### src/rtl/step_dir_decoder_if.sv
// Signal bundle between a step/dir decoder and its register-file side.
// Limit ports exist only when STEP_DIR_DECODER_POS_LIMIT_EN is defined.
interface step_dir_decoder_if #(
  parameter int POS_WIDTH = 32
);
  logic                 step_in;
  logic                 dir_in;
  logic                 pos_load;
  logic [POS_WIDTH-1:0] pos_load_val;
  logic [POS_WIDTH-1:0] target;
  logic                 clear_flags;
  logic [POS_WIDTH-1:0] position;
  logic                 step_strobe;
  logic                 at_target;
  logic                 moving;
  logic                 dir_err;
  logic [15:0]          glitch_cnt;
`ifdef STEP_DIR_DECODER_POS_LIMIT_EN
  logic [POS_WIDTH-1:0] lim_min;
  logic [POS_WIDTH-1:0] lim_max;
  logic                 limit_hit;

  modport master (
    output step_in, dir_in, pos_load, pos_load_val, target, clear_flags, lim_min, lim_max,
    input  position, step_strobe, at_target, moving, dir_err, glitch_cnt, limit_hit
  );
  modport slave (
    input  step_in, dir_in, pos_load, pos_load_val, target, clear_flags, lim_min, lim_max,
    output position, step_strobe, at_target, moving, dir_err, glitch_cnt, limit_hit
  );
`else
  modport master (
    output step_in, dir_in, pos_load, pos_load_val, target, clear_flags,
    input  position, step_strobe, at_target, moving, dir_err, glitch_cnt
  );
  modport slave (
    input  step_in, dir_in, pos_load, pos_load_val, target, clear_flags,
    output position, step_strobe, at_target, moving, dir_err, glitch_cnt
  );
`endif
endinterface

### src/rtl/step_dir_decoder.sv
// Step/dir receive decoder: synchronizes pins, filters glitches, checks dir setup, tracks signed position.
// Optional clamping to [lim_min, lim_max] when STEP_DIR_DECODER_POS_LIMIT_EN is defined.
module step_dir_decoder #(
  parameter int POS_WIDTH    = 32,
  parameter int MIN_PULSE    = 4,
  parameter int DIR_SETUP    = 2,
  parameter int IDLE_TIMEOUT = 1000000
) (
  input logic               clock,
  input logic               reset,
  step_dir_decoder_if.slave bus
);
  localparam int HW = $clog2(MIN_PULSE + 1);
  localparam int DW = (DIR_SETUP < 1) ? 1 : $clog2(DIR_SETUP + 1);
  localparam int IW = $clog2(IDLE_TIMEOUT + 1);
  localparam logic [HW-1:0] MIN_PULSE_C = HW'(MIN_PULSE);
  localparam logic [DW-1:0] DIR_SETUP_C = DW'(DIR_SETUP);
  localparam logic [IW-1:0] IDLE_C      = IW'(IDLE_TIMEOUT);

  typedef enum logic [1:0] {S_LOW, S_ARM, S_HIGH} state_t;

  state_t               state_q, state_d;
  logic [1:0]           step_sync_q, dir_sync_q, live_q;
  logic                 s_step, s_dir, dir_prev_q, low_seen_q;
  logic [DW-1:0]        dstab_q, dstab_d;
  logic [HW-1:0]        hcnt_q, hcnt_d;
  logic                 dir_ok_q, dir_ok_d;
  logic                 accept, glitch;
  logic                 strobe_q, step_dir_q;
  logic [POS_WIDTH-1:0] pos_q, pos_d, pos_base;
  logic                 at_target_q;
  logic                 moving_q, moving_d;
  logic [IW-1:0]        idle_q, idle_d, idle_inc;
  logic                 dir_err_q, dir_err_d;
  logic [15:0]          glitch_cnt_q, glitch_cnt_d, glitch_base;
  logic                 limit_set;

  assign s_step = step_sync_q[1];
  assign s_dir  = dir_sync_q[1];

  always_comb begin
    dstab_d = dstab_q;
    if (s_dir != dir_prev_q)        dstab_d = '0;
    else if (dstab_q < DIR_SETUP_C) dstab_d = dstab_q + 1'b1;
  end

  always_comb begin
    state_d  = state_q;
    hcnt_d   = hcnt_q;
    dir_ok_d = dir_ok_q;
    accept   = 1'b0;
    glitch   = 1'b0;
    case (state_q)
      // low_seen_q blocks a pulse that was already high when reset released
      S_LOW: if (s_step && low_seen_q) begin
        hcnt_d   = HW'(1);
        dir_ok_d = (dstab_q >= DIR_SETUP_C);
        if (MIN_PULSE == 1) begin
          accept  = 1'b1;
          state_d = S_HIGH;
        end else begin
          state_d = S_ARM;
        end
      end
      S_ARM: if (s_step) begin
        hcnt_d = hcnt_q + 1'b1;
        if (hcnt_d == MIN_PULSE_C) begin
          accept  = 1'b1;
          state_d = S_HIGH;
        end
      end else begin
        glitch  = 1'b1;
        state_d = S_LOW;
      end
      S_HIGH: if (!s_step) state_d = S_LOW;
      default: state_d = S_LOW;
    endcase
  end

  always_comb begin
    pos_base  = bus.pos_load ? bus.pos_load_val : pos_q;
    pos_d     = pos_base;
    limit_set = 1'b0;
    if (strobe_q) begin
`ifdef STEP_DIR_DECODER_POS_LIMIT_EN
      if (step_dir_q && ($signed(pos_base) >= $signed(bus.lim_max)))
        limit_set = 1'b1;
      else if (!step_dir_q && ($signed(pos_base) <= $signed(bus.lim_min)))
        limit_set = 1'b1;
      else
`endif
      pos_d = step_dir_q ? pos_base + POS_WIDTH'(1) : pos_base - POS_WIDTH'(1);
    end
  end

  always_comb begin
    moving_d = moving_q;
    idle_d   = idle_q;
    idle_inc = idle_q + 1'b1;
    if (strobe_q) begin
      moving_d = 1'b1;
      idle_d   = '0;
    end else if (moving_q) begin
      idle_d = idle_inc;
      if (idle_inc == IDLE_C) begin
        moving_d = 1'b0;
        idle_d   = '0;
      end
    end
  end

  // A new violation or glitch in the clearing cycle still registers
  always_comb begin
    dir_err_d = bus.clear_flags ? 1'b0 : dir_err_q;
    if (accept && !dir_ok_d) dir_err_d = 1'b1;
    glitch_base  = bus.clear_flags ? 16'h0000 : glitch_cnt_q;
    glitch_cnt_d = glitch_base;
    if (glitch && (glitch_base != 16'hFFFF)) glitch_cnt_d = glitch_base + 16'h0001;
  end

  always_ff @(posedge clock) begin
    if (reset) begin
      step_sync_q  <= '0;
      dir_sync_q   <= '0;
      live_q       <= '0;
      dir_prev_q   <= 1'b0;
      low_seen_q   <= 1'b0;
      dstab_q      <= '0;
      state_q      <= S_LOW;
      hcnt_q       <= '0;
      dir_ok_q     <= 1'b0;
      strobe_q     <= 1'b0;
      step_dir_q   <= 1'b0;
      pos_q        <= '0;
      at_target_q  <= 1'b0;
      moving_q     <= 1'b0;
      idle_q       <= '0;
      dir_err_q    <= 1'b0;
      glitch_cnt_q <= '0;
    end else begin
      step_sync_q  <= {step_sync_q[0], bus.step_in};
      dir_sync_q   <= {dir_sync_q[0], bus.dir_in};
      live_q       <= {live_q[0], 1'b1};
      dir_prev_q   <= s_dir;
      if (live_q[1] && !s_step) low_seen_q <= 1'b1;
      dstab_q      <= dstab_d;
      state_q      <= state_d;
      hcnt_q       <= hcnt_d;
      dir_ok_q     <= dir_ok_d;
      strobe_q     <= accept;
      step_dir_q   <= s_dir;
      pos_q        <= pos_d;
      at_target_q  <= (pos_q == bus.target);
      moving_q     <= moving_d;
      idle_q       <= idle_d;
      dir_err_q    <= dir_err_d;
      glitch_cnt_q <= glitch_cnt_d;
    end
  end

`ifdef STEP_DIR_DECODER_POS_LIMIT_EN
  logic limit_hit_q;
  always_ff @(posedge clock) begin
    if (reset)                 limit_hit_q <= 1'b0;
    else if (limit_set)        limit_hit_q <= 1'b1;
    else if (bus.clear_flags)  limit_hit_q <= 1'b0;
  end
  assign bus.limit_hit = limit_hit_q;
`else
  logic unused_limit;
  assign unused_limit = limit_set;
`endif

  assign bus.position    = pos_q;
  assign bus.step_strobe = strobe_q;
  assign bus.at_target   = at_target_q;
  assign bus.moving      = moving_q;
  assign bus.dir_err     = dir_err_q;
  assign bus.glitch_cnt  = glitch_cnt_q;
endmodule

### src/flat_wrapper.sv
// flat-port wrapper written by rule: the top's interface ports become plain ports
module step_dir_decoder_flat 
#(
  parameter int POS_WIDTH    = 32,
  parameter int MIN_PULSE    = 4,
  parameter int DIR_SETUP    = 2,
  parameter int IDLE_TIMEOUT = 1000000
)
  (clock, reset, bus_step_in, bus_dir_in, bus_pos_load, bus_pos_load_val, bus_target, bus_clear_flags, bus_position, bus_step_strobe, bus_at_target, bus_moving, bus_dir_err, bus_glitch_cnt);
  step_dir_decoder_if #(.POS_WIDTH(POS_WIDTH)) bus_i ();
  input logic clock;
  input logic reset;
  input wire logic [$bits(bus_i.step_in)-1:0] bus_step_in;
  input wire logic [$bits(bus_i.dir_in)-1:0] bus_dir_in;
  input wire logic [$bits(bus_i.pos_load)-1:0] bus_pos_load;
  input wire logic [$bits(bus_i.pos_load_val)-1:0] bus_pos_load_val;
  input wire logic [$bits(bus_i.target)-1:0] bus_target;
  input wire logic [$bits(bus_i.clear_flags)-1:0] bus_clear_flags;
  output wire logic [$bits(bus_i.position)-1:0] bus_position;
  output wire logic [$bits(bus_i.step_strobe)-1:0] bus_step_strobe;
  output wire logic [$bits(bus_i.at_target)-1:0] bus_at_target;
  output wire logic [$bits(bus_i.moving)-1:0] bus_moving;
  output wire logic [$bits(bus_i.dir_err)-1:0] bus_dir_err;
  output wire logic [$bits(bus_i.glitch_cnt)-1:0] bus_glitch_cnt;
  assign bus_i.step_in = bus_step_in;
  assign bus_i.dir_in = bus_dir_in;
  assign bus_i.pos_load = bus_pos_load;
  assign bus_i.pos_load_val = bus_pos_load_val;
  assign bus_i.target = bus_target;
  assign bus_i.clear_flags = bus_clear_flags;
  assign bus_position = bus_i.position;
  assign bus_step_strobe = bus_i.step_strobe;
  assign bus_at_target = bus_i.at_target;
  assign bus_moving = bus_i.moving;
  assign bus_dir_err = bus_i.dir_err;
  assign bus_glitch_cnt = bus_i.glitch_cnt;
  step_dir_decoder #(.POS_WIDTH(POS_WIDTH), .MIN_PULSE(MIN_PULSE), .DIR_SETUP(DIR_SETUP), .IDLE_TIMEOUT(IDLE_TIMEOUT)) u_core (.clock(clock), .reset(reset), .bus(bus_i));
endmodule
### config.mk
export PLATFORM = sky130hd
export DESIGN_NAME = step_dir_decoder_flat
export DESIGN_NICKNAME = d
export VERILOG_FILES = /design/src/rtl/step_dir_decoder_if.sv /design/src/rtl/step_dir_decoder.sv /design/src/flat_wrapper.sv
export SDC_FILE = /design/constraint.sdc
export NUM_CORES = 1
export LEC_CHECK = 0
export CAP_MARGIN = 0
export CORE_AREA = 2 2 114 116
export CTS_CLUSTER_SIZE = 12
export DETAILED_ROUTE_END_ITERATION = 8
export DIE_AREA = 0 0 116 118
export GPL_TIMING_DRIVEN = 1
export PLACE_DENSITY = 0.81
export SYNTH_ARGS = -nofsm -noshare
export SYNTH_HDL_FRONTEND = slang
export SYNTH_SLANG_ARGS = --single-unit
export TNS_END_PERCENT = 5
### constraint.sdc
create_clock -name clock -period 4.1 [get_ports clock]
set_clock_uncertainty 0.05 [all_clocks]
set_input_delay 0.41 -clock clock [delete_from_list [all_inputs] [get_ports clock]]
set_output_delay 0.41 -clock clock [all_outputs]
set_load 0.1 [all_outputs]
After elaboration in Yosys (flattened, before gate mapping)
Cells that the tools add are included.
- register bits: 88
- input port bits: 70
- output and inout port bits: 52
- logic and storage cells: 76
- $add $sub $neg: 6
- magnitude comparators: 2
- equality and inequality tests: 11
- mux-type cells: 27
- reduce and logical (&&, ||, !) cells: 13
- operator list (operator ; count):
    2-to-1 mux 32 bit ; 3
    adder 32 x 1 -> 32 bit, second input constant ; 1
    == test 32 bit ; 1
    2-to-1 mux 16 bit ; 2
    subtractor 32 x 1 -> 32 bit, second input constant ; 1
    adder 20 x 1 -> 20 bit, second input constant ; 1
    == test 20 bit, second input constant ; 1
    2-to-1 mux 20 bit ; 1
    adder 16 x 1 -> 16 bit, second input constant ; 1
    inequality test 16 bit, second input constant ; 1
    2-to-1 mux 1 bit ; 13
    2-to-1 mux 2 bit ; 4
    2-to-1 mux 3 bit ; 2
    case mux 2 bit (3 select lines) ; 1
    case mux 3 bit (2 select lines) ; 1
    AND reduction 3 bit ; 2
    logical AND 1 bit ; 4
    inequality test 2 x 1 -> 1 bit, second input constant ; 2
    nonzero test 2 bit ; 2
    OR reduction 2 bit ; 2
    adder 3 x 1 -> 3 bit, second input constant ; 1
    == test 3 bit, second input constant ; 1
    inequality test 3 bit, second input constant ; 1
    adder 2 x 1 -> 2 bit, second input constant ; 1
    other kinds (8) ; 9

Depth between registers and ports, before layout
Gate-level depths: netlist of run 1.
- depth in word-level cells: 7
- mapped depth: 12
- gate-level depth less buffers: 10

Worst setup path after synthesis of run 1
Ideal clock, no wire load.
- path kind: input-to-reg
- from: input bus_pos_load
- to: register u_core.pos_q[27], in the netlist u_core.bus.position[27]
- arrival: 3.270 ns
- required time: 3.928 ns
- setup slack: 0.658 ns
- stages on the path: 12
- buffers on the path: 3
- cell sequence: buf_2 > clkbuf_1 > mux2_2 > ha_1 > clkbuf_1 > nand4_1 > or2_1 > o32a_1 > a31oi_2 > o21ai_1 > o2111a_1 > a221o_1
- longest elaborated chain between the ends: 4
- elaborated cells between the ends (all ways): 5
- classes of those cells: add/sub (2); mux (3)
- ends and longest elaborated chain (item ; RTL line ; text):
    start: declaration ; flat_wrapper.sv:15 ; input wire logic [$bits(bus_i.pos_load)-1:0] bus_pos_load;
    2-to-1 mux 32 bit (*) ; step_dir_decoder.sv:81 ; pos_base = bus.pos_load ? bus.pos_load_val : pos_q;
    subtractor 32 x 1 -> 32 bit or adder 32 x 1 -> 32 bit (tied branches) ; step_dir_decoder.sv:92 ; pos_d = step_dir_q ? pos_base + POS_WIDTH'(1) : pos_base - POS_WIDTH'(1);
    2-to-1 mux 32 bit ; step_dir_decoder.sv:92 ;
    2-to-1 mux 32 bit (*) ; step_dir_decoder.sv:84 ; if (strobe_q) begin
    end signal: assignment ; step_dir_decoder.sv:152 ; pos_q <= pos_d;
    end: declaration ; step_dir_decoder.sv:30 ; logic [POS_WIDTH-1:0] pos_q, pos_d, pos_base;
Every way passes the cells marked *; elsewhere a longest branch is shown, timed or not.
A chain may end at the register's enable or synchronous reset.

Worst setup path after layout of run 1
Same ends and word-level chain as after synthesis.

==> flow_summary.yaml, run 1 <==
run_status:
  status: "finished, final reports clean"
grt:
  grtUsageTotal_pct: 26.65
  grt_overflow: 0
  grt_pass1_wl_um: 29210
  grt_pass1_vias: 5913
  grt_max_degree: 50
  antenna_found_initial: 0
timing:
  setup_violations: 0
  slew_viol_final: 0
  worstMarginPinSlew_ps: 995.8
  tns_ps: 0
  max_slew_margin_pct: 33.41
  max_freq_mhz: 280.6
  hold_viol: 0
  post-route-period-util_pct: 86.92
  grt_setup_unrepaired: "no"
  hold-worst-slack_ps: 390.5
  period_needed_ps: 3564
pwr:
  p_sw_share_pct: 35.03
  internal_power_w: 0.001691
  fin_total_pwr_w: 0.002603
  ir_drop_v: 0.0002162
  p_seq_share_pct: 35.1
  leakage_nw: 3.015
  powerDensity_nw_per_um2: 317.6
  pwr-share-clk_pct: 34.2
  switching_power_w: 0.0009120
  combPwrFrac_pct: 30.6
logic_synthesis:
  synth_top_area_share_pct: 26.83
  syn-num-nets: 911
  syn-instance-count: 801
  avgSynthCellArea_um2: 8.198
  synth_edf_count: 0
  synth_top_area_cell: "dfxtp_1"
  synthArstFlopShare_pct: 0
  synth_warnings: 0
  syn_area_um2: 6566
  ys_ff_latch: 88
  synth_ff_type: "dfxtp_1"
  yosys-top-cells-area: "dfxtp_1, xnor2_1, ha_1, mux2_2, nor2_1"
  synth_cell_type_count: 78
  seq_area_frac_synth_pct: 26.83
floorplanning:
  rows: 41
  die_h_um: 118
  io-pin-count: 122
  initial_core_util_pct: 52.89
  coreArea_um2: 12410
  dieWidth_um: 116
  die_area_um2: 13690
cells_and_area:
  final_common_cell: "clkdlybuf4s50_1"
  final_nets: 1009
  fillers: 1055
  mostFrequentLayoutCells: "clkdlybuf4s50_1, dfxtp_1, nor2_1"
  diodes: 0
  syn_to_final_growth_pct: 24.81
  stdcell_count: 1076
  layout-drive-gt1-share_pct: 7.854
  final_area_um2: 8195
drt:
  via_per_inst: 5.974
  drcViolationCount: 0
  vias: 6428
  ant_nets: 0
  routed_wl_um: 18230
  drtIter0Drc: 388
  first_pass_iters: 5
  route.detailed.wl_per_inst_um: 16.94
placed_design:
  gp_congestion: 0.9451
  dp_hpwl_um: 13500
  portBuffers: 121
  place_area_um2: 7884
  place_inst: 1060
clocking:
  cts_hold_buf: 0
  cts_made_buffers: 9
  clock_latency_ps: 350
  cts_resized: 0
  cts_tree: "done"
  postCtsSetupBuffers: 0
  root_buffer: "clkbuf_16"
  h-tree-depth: 3
  clk_path_buf_depth: 2
  cts.clk_slew.worst_paths_ps: 70
  clock-sinks: 88
critical_path:
  crit_path_end_kind: "flop"
  cp_max_fo: 32
  crit_required_ps: 4290
  worstSetupPathType: "input pin to flop"
  critPathArrivalTime_ps: 3750
  reg2reg_slack_ps: 580
  crit_path_start_kind: "input pin"
job:
  cap_violations: 0
worst_hold_path:
  hold_class: "flop to flop"
worst max-delay path, stage by stage:
cell	delay, ps
clkdlybuf4s50_1	500
buf_12	220
mux2_2	380
ha_1	400
nand4_1	240
or2_1	290
o32a_1	320
a31oi_2	290
o21ai_1	180
o2111a_1	260
a221o_1	250
Yosys cell counts (5+ instances only):
library cell,n
dfxtp_1,88
nor2_1,72
nand2_1,66
xnor2_1,59
a21oi_1,47
ha_1,39
clkbuf_1,36
mux2_2,30
nand3_1,25
o21ai_0,25
inv_1,21
a211oi_1,19
nand4_1,18
nor3_1,18
xor2_1,18
a21o_1,15
o211ai_1,15
and3_1,14
nor2b_1,11
a31oi_1,9
nand2b_1,9
nor4b_1,9
or3_1,9
and4_1,8
nand3b_1,8
nor4_1,8
o21bai_1,6
nor3b_1,5
o21a_1,5
state kept, by name, indices dropped and copies added (netlist names):
signal and cells:
u_core.bus.at_target 1, u_core.bus.dir_err 1, u_core.bus.glitch_cnt 16, u_core.bus.moving 1
u_core.bus.position 32, u_core.bus.step_strobe 1, u_core.dir_ok_q 1, u_core.dir_prev_q 1
u_core.dir_sync_q 2, u_core.dstab_q 2, u_core.hcnt_q 3, u_core.idle_q 20
u_core.live_q 2, u_core.low_seen_q 1, u_core.state_q 2, u_core.step_sync_q 2
power by group through the flow:
stage                     logic, W  clock network [W]  registers (W)
final                     0.000797           0.000891       0.000915
after global routing      0.000853           0.000928       0.000919
after CTS                 0.000789           0.000893       0.000915
after detailed placement  0.000778                  0       0.000934
after global placement    0.000776                  0       0.000934
after floorplan           0.000430                  0        0.00106
per-stage QoR:
step	setup WS, ps	utilization [%]
floorplan	658.0	-
CTS	577.7	66.01
global route	339.4	66.01
finish	536.3	66.01
global placement	275.3	63.51
detailed placement	224.0	63.51
final timing paths:
check / startpoint / to / cells after the start
hold / removal: u_core.live_q[0]$_DFF_P_ / u_core.live_q[1]$_SDFF_PP0_ / 1
hold reg to reg: u_core.live_q[0]$_DFF_P_ / u_core.live_q[1]$_SDFF_PP0_ / 1
setup / recovery: bus_pos_load / u_core.bus.position[27]$_SDFF_PP0_ / 11
setup reg to reg: u_core.dir_prev_q$_SDFF_PP0_ / u_core.bus.position[27]$_SDFF_PP0_ / 9
cell families (layout without fill, tap and decap cells):
kind of cell	Yosys count	in the layout	synth area share, %
simple gates	300	300	24.30
compound gates	198	198	21.06
flops	88	88	26.83
xor+xnor	77	77	10.27
buf+inv	63	166	3.830
fa+ha+maj	40	40	7.736
mux	35	35	5.983
per-layer routing:
layer	vias to the layer above	track usage, %	wire (µm)
met5	-	0	0
met4	0	12.28	745
met2	218	42.73	8626
met1	2995	34.78	7861
met3	44	4.325	991
li1	3171	-	-
layout make-up:
class / count / area [µm²] / area share, %
clock buffer: 9 / 225.2 / 2.748
clock inverter: 7 / 86.33 / 1.053
inverter: 22 / 82.58 / 1.008
multi-input combinational: 650 / 4556 / 55.59
sequential: 88 / 1762 / 21.50
tap: 172 / 215.2 / 2.626
timing repair buffer: 128 / 1269 / 15.48
(Power assumes the default switching activity.)
==> run 2: changes to the inputs <==
- CORE_AREA: 2 2 114 116 -> 2 2 95 116
- DIE_AREA: 0 0 116 118 -> 0 0 97 118
- DONT_BUFFER_PORTS: not set -> 1
- PLACE_DENSITY: 0.81 -> 0.8
==> run 2 against run 1 <==
Compared with the run above:
- final cell count fell by 11%
- non-clock buffer count is 79 lower
- register-to-register slack got worse by 30 ps
- via count shrank 2.7%
- combinational power is 11% lower
- cell area fell by 12%
==> flow_summary.yaml, run 2 (synthesis gave the netlist of run 1 again) <==
critical_path:
  worstSetupPathType: "flop to flop"
  path_cells: "inv_1 > ha_1 > a211oi_1 > o211ai_1 > a21boi_0 > a31oi_1 > or4_1 > and4_1 > nor3_1"
  crit_required_ps: 4310
  critPathArrivalTime_ps: 3760
  crit_path_start_kind: "flop"
  cpMaxStageDelayCell: "inv_1"
  reg2reg_slack_ps: 550
  cp_max_fo: 25
  slowest_delay_ps: 720
  crit_path_end_kind: "flop"
floorplanning:
  rows: 41
  die_h_um: 118
  initial_core_util_pct: 63.68
  coreArea_um2: 10310
  dieWidth_um: 97
  io-pin-count: 122
  die_area_um2: 11450
clocking:
  cts_tree: "done"
  clk_path_buf_depth: 2
  cts.clk_slew.worst_paths_ps: 70
  postCtsSetupBuffers: 0
  clock-sinks: 88
  cts_hold_buf: 0
  cts_resized: 0
  cts_made_buffers: 9
  root_buffer: "clkbuf_16"
  h-tree-depth: 3
  clock_latency_ps: 350
pwr:
  leakage_nw: 2.760
  fin_total_pwr_w: 0.002420
  ir_drop_v: 0.0002408
  powerDensity_nw_per_um2: 335.6
grt:
  grt_pass1_wl_um: 29880
  grtUsageTotal_pct: 31.43
  grt_pass1_vias: 6112
  grt_max_degree: 50
  grt_overflow: 0
  antenna_found_initial: 0
cells_and_area:
  final_common_cell: "dfxtp_1"
  fillers: 848
  largest_reg_flops: 32
  syn_to_final_growth_pct: 9.813
  diodes: 0
  mostFrequentLayoutCells: "dfxtp_1, nor2_1, nand2_1"
  final_nets: 930
  layout-drive-gt1-share_pct: 13.58
  stdcell_count: 954
  regArea_um2: 1764
  multi_input_area_um2: 4556
job:
  cap_violations: 0
drt:
  ant_nets: 0
  vias: 6253
  via_per_inst: 6.555
  drtIter0Drc: 297
  route.detailed.wl_per_inst_um: 18.82
  drcViolationCount: 0
  first_pass_iters: 5
  routed_wl_um: 17950
timing:
  hold_viol: 0
  max_slew_margin_pct: 26.02
  worstMarginPinSlew_ps: 1108
  tns_ps: 0
  max_freq_mhz: 281.9
  grt_setup_unrepaired: "no"
  post-route-period-util_pct: 86.52
  setup_violations: 0
  fin_ws_ps: 552.6
  slew_viol_final: 0
  period_needed_ps: 3547
placed_design:
  pre_cts_ws_ps: 625.2
  dp_hpwl_um: 13260
  place_inst: 938
  gp_congestion: 1.011
  portBuffers: 0
run_status:
  status: "finished, final reports clean"
worst_hold_path:
  hold_class: "input pin to flop"
==> run 2: changes by cell type in the layout (fill, tap and decap cells not counted), sizes merged <==
| cell | previous run | this run |
|---|---|---|
| clkinv | 1 | 2 |
| clkbuf | 9 | 10 |
| bufinv | 1 | 0 |
| clkinvlp | 0 | 1 |
| buf | 9 | 49 |
| clkdlybuf4s50 | 119 | 0 |
| inv | 27 | 25 |
==> run 2: worst paths after layout <==
check | end | depth (start not counted) | start
setup / recovery | u_core.bus.position[31]$_SDFF_PP0_ | 9 | u_core.dir_prev_q$_SDFF_PP0_
hold / removal | u_core.bus.moving$_SDFF_PP0_ | 1 | reset
setup reg to reg | u_core.bus.position[31]$_SDFF_PP0_ | 9 | u_core.dir_prev_q$_SDFF_PP0_
hold reg to reg | u_core.step_sync_q[1]$_SDFF_PP0_ | 1 | u_core.step_sync_q[0]$_SDFF_PP0_
==> run 2: per-stage QoR <==
step	utilization (%)	area, µm²	hold slack [ps]
after detailed placement	67.22	6932	374.2
after global routing	69.93	7211	82.97
after floorplan	-	6566	363.8
after global placement	67.22	6932	366.6
final	69.93	7211	87.46
after CTS	69.93	7211	84.53
==> run 2: critical path: cells and delay by family (launching register included) <==
kind                       cells  cell delay [ps]
AOI/OAI and AO/OA              4              970
and+or+nand+nor                3              890
buffers and inverters          1              720
adders and majority gates      1              450
DFF                            1              390
==> run 2: cell type report <==
type | count | share of cell area, %
multi-input combinational | 650 | 63.18
sequential | 88 | 24.47
timing repair buffer | 49 | 5.102
clock buffer | 10 | 3.175
tap | 129 | 2.238
inverter | 22 | 1.145
clock inverter | 6 | 0.6941
==> run 2: routing by layer <==
layer / global-route usage [%] / share of wire (%) / up-vias
met5: 0 / 0 / -
met4: 17.17 / 5.2 / 0
met3: 5.463 / 6.3 / 56
met2: 53.34 / 49 / 241
met1: 37.48 / 40 / 2952
li1: - / - / 3004
==> run 2: power by group <==
| part | switching, W | internal (W) | leakage, nW |
|---|---|---|---|
| logic | 0.000459 | 0.000251 | 1.91 |
| clock network | 0.000380 | 0.000420 | 0.135 |
| registers | 0.0000249 | 0.000885 | 0.719 |
==> run 3: changes to the inputs <==
- CAP_MARGIN: 0 -> 30
- CORE_AREA: 2 2 95 116 -> 2 2 92 112
- DIE_AREA: 0 0 97 118 -> 0 0 94 114
- PLACE_DENSITY: 0.8 -> 0.84
- clock period: 4.1 -> 4.5 ns (I/O delays scaled with it)
==> run 3 against run 2 <==
Compared with the run above:
- combinational power decreased by 5.2%
- global-route usage rose by 3.2 points
- cell area increased by 2.3%
- worst setup slack improved by 370 ps
- highest routed layer unchanged
- largest cell class unchanged
- sequential power is 9.7% lower
- first-iteration DRC count rose by 15%
- register-to-register slack gained 370 ps
- final cell count decreased by 0.21%
==> flow_summary.yaml, run 3 (synthesis gave the netlist of run 1 again) <==
clocking:
  postCtsSetupBuffers: 0
  clock-sinks: 88
  cts_made_buffers: 9
  h-tree-depth: 3
  cts_tree: "done"
  clk_path_buf_depth: 2
  clock_latency_ps: 360
  cts_resized: 0
  root_buffer: "clkbuf_16"
  cts.clk_slew.worst_paths_ps: 70
  cts_hold_buf: 0
floorplanning:
  io-pin-count: 122
  initial_core_util_pct: 67.28
  die_area_um2: 10720
  coreArea_um2: 9759
  dieWidth_um: 94
  die_h_um: 114
  rows: 40
critical_path:
  critPathArrivalTime_ps: 3770
  cp.depth: 10
  crit_path_start_kind: "flop"
  cpMaxStageDelayCell: "dfxtp_1"
  worstRegToRegCells: 10
  crit_path_end_kind: "flop"
  worst-path-buf-inv: 2
  cp_max_fo: 18
  slowest_delay_ps: 480
  cp_top_family: "compound AO/OA/AOI/OAI gates"
  crit_required_ps: 4690
  path_cells: "inv_1 > buf_16 > ha_1 > nand4_1 > or2_1 > o32a_1 > a31oi_2 > o21ai_1 > o2111a_1 > a221o_1"
  worstSetupPathType: "flop to flop"
timing:
  worstMarginPinSlew_ps: 1022
  post-route-period-util_pct: 79.45
  grt_setup_unrepaired: "no"
  hold-worst-slack_ps: 117.0
  period_needed_ps: 3575
  tns_ps: 0
  max_freq_mhz: 279.7
  slew_viol_final: 0
  max_slew_margin_pct: 31.81
  hold_viol: 0
  setup_violations: 0
pwr:
  ir_drop_v: 0.0002521
  powerDensity_nw_per_um2: 313.0
  leakage_nw: 2.818
cells_and_area:
  mostFrequentLayoutCells: "dfxtp_1, nor2_1, nand2_1"
  largest_reg_flops: 32
  diodes: 0
  layout-drive-gt1-share_pct: 13.44
  final_common_cell: "dfxtp_1"
  final_nets: 931
  syn_to_final_growth_pct: 12.37
drt:
  drtIter0Drc: 341
  vias: 6295
  first_pass_iters: 6
  route.detailed.wl_per_inst_um: 19.66
  routed_wl_um: 18720
  via_per_inst: 6.612
  ant_nets: 0
  drcViolationCount: 0
grt:
  grt_overflow: 0
  grtUsageTotal_pct: 34.59
  grt_max_degree: 50
  antenna_found_initial: 0
  grt_pass1_wl_um: 29310
  grt_pass1_vias: 6036
worst_hold_path:
  hold_depth: 1
  hold_class: "input pin to flop"
run_status:
  status: "finished, final reports clean"
placed_design:
  portBuffers: 0
  gp_congestion: 0.9855
  dp_hpwl_um: 13550
job:
  cap_violations: 0
[run 3: cell count changes in the layout (fill, tap and decap cells not counted), sizes merged]
cell	previous run	this run
clkinvlp	1	0
buf	49	48
clkbuf	10	11
bufinv	0	1
clkinv	2	3
[run 3: layout make-up]
class / count / area, µm²
clock buffers: 9 / 225.2
clock inverters: 7 / 88.84
fillers: 714 / 2381
inverters: 22 / 82.58
multi-input cells: 650 / 4556
flip-flops and latches: 88 / 1764
well taps: 126 / 157.7
repair buffers: 50 / 504.2
[run 3: routing by layer]
layer / wire length (µm) / GRT usage [%] / vias to the layer above
met3: 1245 / 8.587 / 63
met4: 858 / 17.10 / 0
met2: 9335 / 58.95 / 253
li1: - / - / 2998
met5: 0 / 0 / -
met1: 7279 / 40.11 / 2981
[run 3: final timing paths]
path                                                       start                                  to  slack, ps
worst min-delay path                                       reset  u_core.bus.position[26]$_SDFF_PP0_        120
worst max register to register      u_core.dir_prev_q$_SDFF_PP0_  u_core.bus.position[27]$_SDFF_PP0_        920
worst min register to register  u_core.step_sync_q[0]$_SDFF_PP0_    u_core.step_sync_q[1]$_SDFF_PP0_        390
worst max-delay path                u_core.dir_prev_q$_SDFF_PP0_  u_core.bus.position[27]$_SDFF_PP0_        920
[run 3: power by group]
part | leakage (nW) | total, W | switching [W] | internal (W)
Sequential | 0.719 | 0.000821 | 0.0000153 | 0.000806
Combinational | 1.94 | 0.000674 | 0.000437 | 0.000237
Clock | 0.155 | 0.000815 | 0.000371 | 0.000444
[run 3: through the flow]
| stage | cells | power, W | worst slack, ps | utilization [%] | instance area, µm² |
|---|---|---|---|---|---|
| after floorplan | 801 | 0.001359 | 1018 | - | 6566 |
| after global placement | 925 | 0.001471 | 970.5 | 70.22 | 6853 |
| after detailed placement | 930 | 0.001492 | 1048 | 71.38 | 6967 |
| after CTS | 946 | 0.002293 | 1022 | 74.60 | 7281 |
| after global routing | 952 | 0.002387 | 737.5 | 75.60 | 7378 |
| final | 952 | 0.002310 | 924.8 | 75.60 | 7378 |
